File: src/rtl/mmio_pkg.sv
// Shared definitions for the MMIO controller: address map, FSM states,
// access targets and the address decoder.
package mmio_pkg;

  localparam logic [15:0] MEM_TOP    = 16'hBFFF;
  localparam logic [15:0] LED_ADDR   = 16'hC000;
  localparam logic [15:0] SW_ADDR    = 16'hC001;
  localparam logic [15:0] SPART_BASE = 16'hC004;

  typedef enum logic [1:0] {IDLE, WAIT, STROBE, DONE} state_e;

  typedef enum logic [2:0] {T_MEM, T_LED, T_SW, T_SPART, T_NONE} tgt_e;

  // Map a CPU data address onto exactly one target.
  function automatic tgt_e decode(input logic [15:0] a);
    if (a <= MEM_TOP)                     return T_MEM;
    if (a == LED_ADDR)                    return T_LED;
    if (a == SW_ADDR)                     return T_SW;
    if (a[15:2] == SPART_BASE[15:2])      return T_SPART;
    return T_NONE;
  endfunction

endpackage

File: src/rtl/mmio_ctrl_sync2.sv
// Two-flop synchroniser for asynchronous level inputs (slide switches).
module sync2 #(
  parameter int W = 1
) (
  input  logic         clk,
  input  logic         rst_n,
  input  logic [W-1:0] d,
  output logic [W-1:0] q
);

  logic [W-1:0] meta_q, meta_d, sync_q, sync_d;

  // Shift the raw input through two stages.
  always_comb begin
    meta_d = d;
    sync_d = meta_q;
  end

  // Synchroniser flops.
  always_ff @(posedge clk or negedge rst_n) begin
    if (!rst_n) begin
      meta_q <= '0;
      sync_q <= '0;
    end else begin
      meta_q <= meta_d;
      sync_q <= sync_d;
    end
  end

  assign q = sync_q;

endmodule

File: src/rtl/mmio_ctrl.sv
// MMIO controller: routes CPU loads/stores to data memory, LEDs, switches
// or the SPART, sequencing SPART accesses and stalling the CPU on queue
// back-pressure with a bounded wait.
module mmio_ctrl
  import mmio_pkg::*;
#(
  parameter int TIMEOUT_CYCLES = 1024,
  parameter int LED_W          = 10
) (
  input  logic             clk,
  input  logic             rst_n,
  input  logic [15:0]      addr,
  input  logic [15:0]      wdata,
  input  logic             we,
  input  logic             re,
  output logic [15:0]      rdata,
  output logic             stall,
  output logic             mem_we,
  output logic             mem_re,
  input  logic [15:0]      mem_rdata,
  output logic             iocs_n,
  output logic             iorw_n,
  output logic [1:0]       ioaddr,
  output logic [7:0]       io_wdata,
  input  logic [7:0]       io_rdata,
  input  logic             tx_q_full,
  input  logic             rx_q_empty,
  input  logic [LED_W-1:0] SW,
  output logic [LED_W-1:0] LEDR,
  output logic             bus_err
);

  localparam int CW = (TIMEOUT_CYCLES > 2) ? $clog2(TIMEOUT_CYCLES) : 1;
  localparam logic [CW-1:0] CNT_LAST = CW'(TIMEOUT_CYCLES - 1);

  state_e           state_q, state_d;
  logic [CW-1:0]    cnt_q, cnt_d;
  logic [15:0]      rdata_q, rdata_d;
  logic             mem_sel_q, mem_sel_d;
  logic [LED_W-1:0] ledr_q, ledr_d, sw_sync;
  logic             iocs_n_q, iocs_n_d, iorw_n_q, iorw_n_d;
  logic [1:0]       ioaddr_q, ioaddr_d;
  logic [7:0]       io_wdata_q, io_wdata_d;
  logic             bus_err_q, bus_err_d;
  logic             enter_strobe;

  tgt_e tgt;
  logic ld, st, both, idle, spart_req, blocked;
  logic unused;

  sync2 #(.W(LED_W)) u_sw_sync (.clk(clk), .rst_n(rst_n), .d(SW), .q(sw_sync));

  assign tgt       = decode(addr);
  assign ld        = re & ~we;
  assign st        = we & ~re;
  assign both      = we & re;
  assign idle      = (state_q == IDLE);
  assign spart_req = idle & (tgt == T_SPART) & (ld | st);
  // Only the data register waits on queue state; status/DB never block.
  assign blocked   = (addr[1:0] == 2'b00) & ((st & tx_q_full) | (ld & rx_q_empty));

  // Memory strobes pass straight through; outside IDLE the held address
  // belongs to an in-flight SPART access.
  assign mem_we = rst_n & idle & (tgt == T_MEM) & st;
  assign mem_re = rst_n & idle & (tgt == T_MEM) & ld;
  assign stall  = rst_n & (spart_req | (state_q == WAIT) | (state_q == STROBE));

  assign rdata    = mem_sel_q ? mem_rdata : rdata_q;
  assign LEDR     = ledr_q;
  assign iocs_n   = iocs_n_q;
  assign iorw_n   = iorw_n_q;
  assign ioaddr   = ioaddr_q;
  assign io_wdata = io_wdata_q;
  assign bus_err  = bus_err_q;
  assign unused   = ^wdata;

  // Next-state and registered-output logic for the access sequencer.
  always_comb begin
    state_d      = state_q;
    cnt_d        = cnt_q;
    rdata_d      = mem_sel_q ? mem_rdata : rdata_q;
    mem_sel_d    = 1'b0;
    ledr_d       = ledr_q;
    iocs_n_d     = 1'b1;
    iorw_n_d     = 1'b1;
    ioaddr_d     = ioaddr_q;
    io_wdata_d   = io_wdata_q;
    bus_err_d    = 1'b0;
    enter_strobe = 1'b0;
    case (state_q)
      IDLE: begin
        if (both) begin
          bus_err_d = 1'b1;
        end else if (ld | st) begin
          case (tgt)
            T_MEM: mem_sel_d = ld;
            T_LED: begin
              if (st) ledr_d = wdata[LED_W-1:0];
              else    rdata_d = 16'(ledr_q);
            end
            T_SW: if (ld) rdata_d = 16'(sw_sync);
            T_SPART: begin
              cnt_d = '0;
              if (blocked) begin
                state_d = WAIT;
              end else begin
                state_d      = STROBE;
                enter_strobe = 1'b1;
              end
            end
            default: begin
              bus_err_d = 1'b1;
              if (ld) rdata_d = 16'h0000;
            end
          endcase
        end
      end
      WAIT: begin
        if (!blocked) begin
          state_d      = STROBE;
          enter_strobe = 1'b1;
        end else if (cnt_q == CNT_LAST) begin
          state_d   = DONE;
          bus_err_d = 1'b1;
          if (ld) rdata_d = 16'hFFFF;
        end else begin
          cnt_d = cnt_q + 1'b1;
        end
      end
      STROBE: begin
        state_d = DONE;
        if (ld) rdata_d = {8'h00, io_rdata};
      end
      DONE:    state_d = IDLE;
      default: state_d = IDLE;
    endcase
    // The chip select is registered, so it is armed on the way into STROBE.
    if (enter_strobe) begin
      iocs_n_d   = 1'b0;
      iorw_n_d   = re;
      ioaddr_d   = addr[1:0];
      io_wdata_d = wdata[7:0];
    end
  end

  // All controller state in one register bank.
  always_ff @(posedge clk or negedge rst_n) begin
    if (!rst_n) begin
      state_q    <= IDLE;
      cnt_q      <= '0;
      rdata_q    <= '0;
      mem_sel_q  <= 1'b0;
      ledr_q     <= '0;
      iocs_n_q   <= 1'b1;
      iorw_n_q   <= 1'b1;
      ioaddr_q   <= '0;
      io_wdata_q <= '0;
      bus_err_q  <= 1'b0;
    end else begin
      state_q    <= state_d;
      cnt_q      <= cnt_d;
      rdata_q    <= rdata_d;
      mem_sel_q  <= mem_sel_d;
      ledr_q     <= ledr_d;
      iocs_n_q   <= iocs_n_d;
      iorw_n_q   <= iorw_n_d;
      ioaddr_q   <= ioaddr_d;
      io_wdata_q <= io_wdata_d;
      bus_err_q  <= bus_err_d;
    end
  end

endmodule
File: config.mk
export PLATFORM = sky130hd
export DESIGN_NAME = mmio_ctrl
export DESIGN_NICKNAME = d
export VERILOG_FILES = /design/src/rtl/mmio_pkg.sv /design/src/rtl/mmio_ctrl_sync2.sv /design/src/rtl/mmio_ctrl.sv
export SDC_FILE = /design/constraint.sdc
export NUM_CORES = 1
export LEC_CHECK = 0
export CORE_MARGIN = 5
export CORE_UTILIZATION = 34
export DETAILED_ROUTE_END_ITERATION = 6
export PLACE_DENSITY = 0.58
export SLEW_MARGIN = 10
export SYNTH_ARGS = -nofsm -noshare
export SYNTH_HDL_FRONTEND = slang
export SYNTH_HIERARCHICAL = 1
export SYNTH_SLANG_ARGS = --single-unit
File: constraint.sdc
create_clock -name clk -period 3.35 [get_ports clk]
set_input_delay 0.335 -clock clk [delete_from_list [all_inputs] [get_ports clk]]
set_output_delay 0.335 -clock clk [all_outputs]
set_load 0.03 [all_outputs]
# Yosys cells after proc, flatten, opt, wreduce, memory -nomap -nowiden

Index checks and enable logic that the tools add are counted.

Register bits after elaboration: 72
Input bits: 72
Output and inout port bits: 42

Add/sub/neg operators: 1
Magnitude comparators: 1
Eq/ne operators: 16
Mux-type cells: 60
Bitwise operators: 20
Reduce and logical (&&, ||, !) cells: 9

Operator list:

| kind                                                   | number |
|---|---|
| two-way mux 16 bit                                     | 10 |
| one-hot mux 16 bit (3 select lines)                    | 2 |
| two-way mux 10 bit                                     | 5 |
| == test 16 bit, second input constant                  | 2 |
| two-way mux 1 bit                                      | 25 |
| two-way mux 3 bit                                      | 8 |
| one-hot mux 10 bit (2 select lines)                    | 1 |
| less-or-equal comparator 16 bit, second input constant | 1 |
| == test 14 bit, second input constant                  | 1 |
| bitwise AND 1 bit                                      | 13 |
| two-way mux 2 bit                                      | 6 |
| adder 10 x 1 -> 10 bit, second input constant          | 1 |
| == test 10 bit, second input constant                  | 1 |
| one-hot mux 2 bit (4 select lines)                     | 1 |
| == test 3 x 2 -> 1 bit, second input constant          | 2 |
| != test 2 bit, second input constant                   | 3 |
| AND reduction 6 bit                                    | 1 |
| AND reduction 5 bit                                    | 1 |
| == test 2 bit, second input constant                   | 2 |
| zero test 2 bit                                        | 2 |
| != test 2 x 1 -> 1 bit, second input constant          | 2 |
| bitwise OR 1 bit                                       | 4 |
| one-hot mux 1 bit (2 select lines)                     | 2 |
| AND reduction 4 bit                                    | 1 |
| other kinds (8)                                        | 10 |

# Longest topological paths before layout

Gate-level depths: netlist of the first run.

Depth in word-level cells: 18
Mapped depth: 8
Gate-level depth less buffers: 7

# Hierarchy

The synthesis of the first run kept the hierarchy.

By module, submodules not included:

| module    | instances | cells an instance | area an instance (um^2) | sequential area each (um^2) |
|---|---|---|---|---|
| mmio_ctrl | 1         | 365               | 3368.2                  | 1303.8 |
| sync2     | 1         | 20                | 500.5                   | 500.5 |

# Worst setup path before layout of the first run

No wires, ideal clock.

Path type: register to register
From: register mem_sel_q
To: register rdata_q[0]
Setup time: 0.124 ns
Data arrival time: 2.365 ns
Setup slack: 0.861 ns
Cell stages (with the launch flop): 9
Clock period less this slack: 2.489 ns
Path through: dfrtp_1 clkbuf_1 clkbuf_1 mux2i_1 inv_1 nor2_1 nor3_1 o32a_1 a211o_1

Longest elaborated chain between the ends: 6

RTL lines:

| element                                      | RTL line                                            | RTL |
|---|---|---|
| start, declared                              | mmio_ctrl.sv:39                                     | `logic mem_sel_q, mem_sel_d;` |
| start signal, assigned                       | mmio_ctrl.sv:163                                    | `mem_sel_q <= mem_sel_d;` |
| two-way mux 16 bit (*)                       | n/a                                                 |  |
| named net rdata[0]                           | mmio_ctrl.sv:16                                     | `output logic [15:0] rdata,` |
| two-way mux 16 bit, on equally long branches | mmio_ctrl.sv:113, mmio_ctrl.sv:98, mmio_ctrl.sv:101 |  |
| one-hot mux 16 bit (3 select lines)          | mmio_ctrl.sv:95                                     | `case (tgt)` |
| two-way mux 16 bit                           | mmio_ctrl.sv:94                                     | `end else if (ld \| st) begin` |
| two-way mux 16 bit                           | mmio_ctrl.sv:92                                     | `if (both) begin` |
| one-hot mux 16 bit (3 select lines) (*)      | mmio_ctrl.sv:90                                     | `case (state_q)` |
| named net rdata_d[0]                         | mmio_ctrl.sv:38                                     | `logic [15:0] rdata_q, rdata_d;` |
| end signal, assigned                         | mmio_ctrl.sv:162                                    | `rdata_q <= rdata_d;` |
| end, declared                                | mmio_ctrl.sv:38                                     |  |

Mark *: on every way through the listed nets, which the timed path passes. The rest lies on a longest branch.
A chain may end at the register's enable or synchronous reset.

# Final worst setup path of the first run

From: input addr[10]
To: output stall

Longest elaborated chain between the ends: 15

RTL lines:

| element                             | RTL line        | RTL |
|---|---|---|
| start, declared                     | mmio_ctrl.sv:12 | `input logic [15:0] addr,` |
| == test 14 bit                      | mmio_pkg.sv:19  | `if (a[15:2] == SPART_BASE[15:2]) return T_SPART;` |
| two-way mux 1 bit (2 in series)     | mmio_pkg.sv:19  |  |
| two-way mux 1 bit                   | mmio_pkg.sv:18  | `if (a == SW_ADDR) return T_SW;` |
| two-way mux 1 bit                   | mmio_pkg.sv:17  | `if (a == LED_ADDR) return T_LED;` |
| two-way mux 3 bit                   | mmio_pkg.sv:20  | `return T_NONE;` |
| two-way mux 3 bit                   | mmio_pkg.sv:19  |  |
| two-way mux 3 bit                   | mmio_pkg.sv:18  |  |
| two-way mux 3 bit (*)               | mmio_pkg.sv:17  |  |
| == test 3 x 2 -> 1 bit (*)          | mmio_ctrl.sv:58 | `assign spart_req = idle & (tgt == T_SPART) & (ld \| st);` |
| bitwise AND 1 bit (*) (2 in series) | mmio_ctrl.sv:58 |  |
| bitwise OR 1 bit (*) (2 in series)  | mmio_ctrl.sv:66 | `assign stall = rst_n & (spart_req \| (state_q == WAIT) \| (state_q == STROBE));` |
| bitwise AND 1 bit (*)               | mmio_ctrl.sv:66 |  |
| end, declared                       | mmio_ctrl.sv:17 | `output logic stall,` |

Every way passes the cells marked *; elsewhere a longest branch is shown, timed or not. The select of a mux whose other input is x is not followed.

==> run_results.csv, run 1 <==
group,metric,value,unit
floorplanning,num_rows,39,
placed_design,dp.cells,628,
cts,path_clk_slew,0.06,ns
detailed_routing,wire_per_inst,17.9,um
worst_setup_path,startpoint_type,"input port",
sta,rsz0062_at_grt,"no",
global_route,overflow,0,
yosys,synth_top_area_frac,0.453,
outcome,status,"finished, final reports clean",
cts,cts_tree,"done",
global_route,grt_pass1_vias,3611,
yosys,synth_fp_nets,467,
placed_design,place.detailed.hpwl,8380,um
yosys,yosysSeqAreaShare,0.466,
cts,numCtsBuffers,9,
worst_setup_path,path_buf_inv,2,
detailed_routing,num_vias,3497,
floorplanning,io-pin-count,114,
floorplanning,dieArea,13600,sq um
yosys,synth_seq_cells,72,
sta,hold_violations,0,
sta,setup_viol,0,
floorplanning,die_h,117,um
cts,cts_root_buffer,"clkbuf_16",
pwr,irDropWorstVdd,0.343,mV
sta,worst_pin_slew,0.917,ns
sta,finClkSkew,0.00677,ns
cts,ctsHtreeMaxLevel,3,
global_route,grt_first_pass_wirelength,18600,um
yosys,synth-main-ff-cell,"dfrtp_1",
yosys,syn-cell-area,3870,sq um
yosys,synth_area_leaders,"dfrtp_1 45%, mux2_2 6.4%, o21ai_0 4.3%",
worst_setup_path,path_cells,"clkdlybuf4s50_1 -> or4_4 -> nor4_1 -> and4b_1 -> o31a_1 -> clkdlybuf4s50_1",
final_layout,final_util,0.486,
detailed_routing,ant_nets,0,
sta,drv_slew,0,
worst_setup_path,crit_arrival,2.72,ns
final_layout,area_growth,41.6,%
yosys,syn_inst,385,
detailed_routing,wl,11500,um
cts,clock_latency,0.33,ns
global_route,grt_max_degree,73,
worst_setup_path,path_class,"in -> out",
worst_setup_path,path_depth,6,
detailed_routing,drc_errors,0,
final_layout,drive_above_1_share,0.124,
pwr,power_density,697,nW/um^2
sta,relSlewSlack,0.389,
global_route,antenna_found_initial,0,
final_layout,fillers,1046,
yosys,yosysWarnings,6,
floorplanning,coreArea,11300,sq um
placed_design,portBuffers,107,
floorplanning,die-width,117,um
cts,post-cts-setup-buffers,0,
final_layout,n_antenna_cell,0,
worst_setup_path,cp_top_family,"simple AND/OR/NAND/NOR gates",
worst_setup_path,crit_fanout,3,
global_route,gr-usage-all-layers,0.174,
final_layout,mostFrequentLayoutCells,"106 x clkdlybuf4s50_1, 70 x dfrtp_1, 33 x o21ai_0",
detailed_routing,routed_via_density,5.43,
yosys,async_flop_share,1.00,
worst_setup_path,r2r_cells,7,
floorplanning,initial_core_util,0.343,
yosys,synth_edf_count,0,
cts,cts_hold_buf,0,
detailed_routing,dr.pass1.iters,5,
detailed_routing,first_iter_violations,274,
worst_setup_path,cpPeakStageDelay,0.67,ns
sta,finalCritPeriodShare,0.913,
final_layout,fin_nets,578,
worst_setup_path,cp_slowest_cell,"clkdlybuf4s50_1",
yosys,syn_avg_cell_area,10.0,sq um
cts,clockBufferDepth,2,
flow_run,maxCapViolCount,0,
sta,fmax,0.327,GHz
pwr,cellLeakagePower,2.32,nW
cts,clock-sinks,72,
placed_design,gp_congestion,0.878,
cts,cts_resized,0,
sta,fin_tns_setup,0,ns
worst_setup_path,end_kind,"output port",
worst_hold_path,hp-class,"in -> async",
sta,layout_min_cycle_time,3.06,ns
yosys,synth_cell_type_count,51,
yosys,synth_top_area_cell,"dfrtp_1",
final_layout,final_common_cell,"clkdlybuf4s50_1",
final_layout,stdcell_count,644,
worst_setup_path,cpMostUsedCell,"clkdlybuf4s50_1",
worst_setup_path,crit_required,3.01,ns
per-stage QoR:
step | power [mW] | instance area, sq um | hold WS, ns | setup slack (ns)
final | 3.82 | 5480 | 0.270 | 0.292
after global routing | 4.03 | 5480 | 0.355 | 0.221
after CTS | 3.85 | 5480 | 0.313 | 0.294
after detailed placement | 2.74 | 5130 | 0.336 | 0.302
after global placement | 2.71 | 5130 | 0.334 | 0.321
after floorplan | 2.14 | 3870 | 0.0394 | 0.861
registers in the layout, indices dropped and copies added (netlist names):
signal and count:
rdata_q 16, LEDR 10, cnt_q 10, u_sw_sync/meta_q 10, u_sw_sync/q 10, io_wdata 8
ioaddr 2, state_q 2, bus_err 1, iocs_n 1, iorw_n 1, mem_sel_q 1
cell usage after synthesis (3+ instances only):
library cell	instances
clkbuf_1	16
a211o_1	8
nor3b_1	3
and4_1	3
nand2b_1	3
nor4_1	3
a211oi_1	8
and3_1	4
mux2_2	22
inv_1	29
a31oi_1	3
o21ai_0	33
mux2i_1	15
o32a_1	7
nor3_1	23
nand2_1	12
dfrtp_1	70
nand3_1	9
o31ai_1	9
a21oi_1	25
nor2_1	16
or4_1	8
a2bb2oi_1	7
buf_1	3
ha_1	10
report_power, final:
| part | leakage (nW) | internal [mW] | switching [mW] |
|---|---|---|---|
| Combinational | 1.24 | 0.677 | 0.923 |
| Sequential | 0.916 | 1.04 | 0.0834 |
| Clock | 0.166 | 0.728 | 0.367 |
cells by family (layout without fill, tap and decap cells):
| kind of cell | after synthesis | count (layout) | share of synthesized area |
|---|---|---|---|
| multiplexers | 37 | 37 | 0.103 |
| AND/OR/NAND/NOR | 100 | 100 | 0.146 |
| adder cells (fa/ha/maj) | 10 | 10 | 0.0323 |
| flip-flops | 72 | 72 | 0.466 |
| buffers and inverters | 50 | 166 | 0.0508 |
| AO/OA/AOI/OAI | 116 | 116 | 0.202 |
final cells by class:
cell class	instances	area, sq um	area share
clock buffer	9	225	0.0411
clock inverter	7	120	0.0219
inverter	29	109	0.0199
multi-input combinational	263	1870	0.341
sequential	72	1800	0.329
tap	143	179	0.0327
timing repair buffer	121	1170	0.214
layer usage:
layer,up-vias,global-route usage,share of wire
li1,1660,-,-
met3,15,0.0456,0.078
met1,1686,0.235,0.45
met5,-,0,0
met4,0,0.0589,0.013
met2,136,0.274,0.46
worst paths after layout:
| kind | start | end | slack (ns) |
|---|---|---|---|
| setup / recovery | addr[10] | stall | 0.29 |
| hold / removal | rst_n | u_sw_sync/meta_q[9] | 0.27 |
| setup reg to reg | state_q[1] | cnt_q[7] | 0.82 |
| hold reg to reg | u_sw_sync/meta_q[5] | u_sw_sync/q[5] | 0.35 |
| max in group asynchronous | rst_n | mem_sel_q | 2.50 |
| min in group clk | u_sw_sync/meta_q[5] | u_sw_sync/q[5] | 0.35 |
Note: power is estimated with default switching activity, not from simulation.
==> run 2, diff against run 1 <==
--- a/config.mk
+++ b/config.mk
@@ -5,6 +5,7 @@
 export SDC_FILE = /design/constraint.sdc
 export NUM_CORES = 1
 export LEC_CHECK = 0
+export CAP_MARGIN = 20
 export CORE_MARGIN = 5
 export CORE_UTILIZATION = 34
 export DETAILED_ROUTE_END_ITERATION = 6
==> results of run 2 <==
No change in the layout: final DEF, timing and power equal those of run 1.
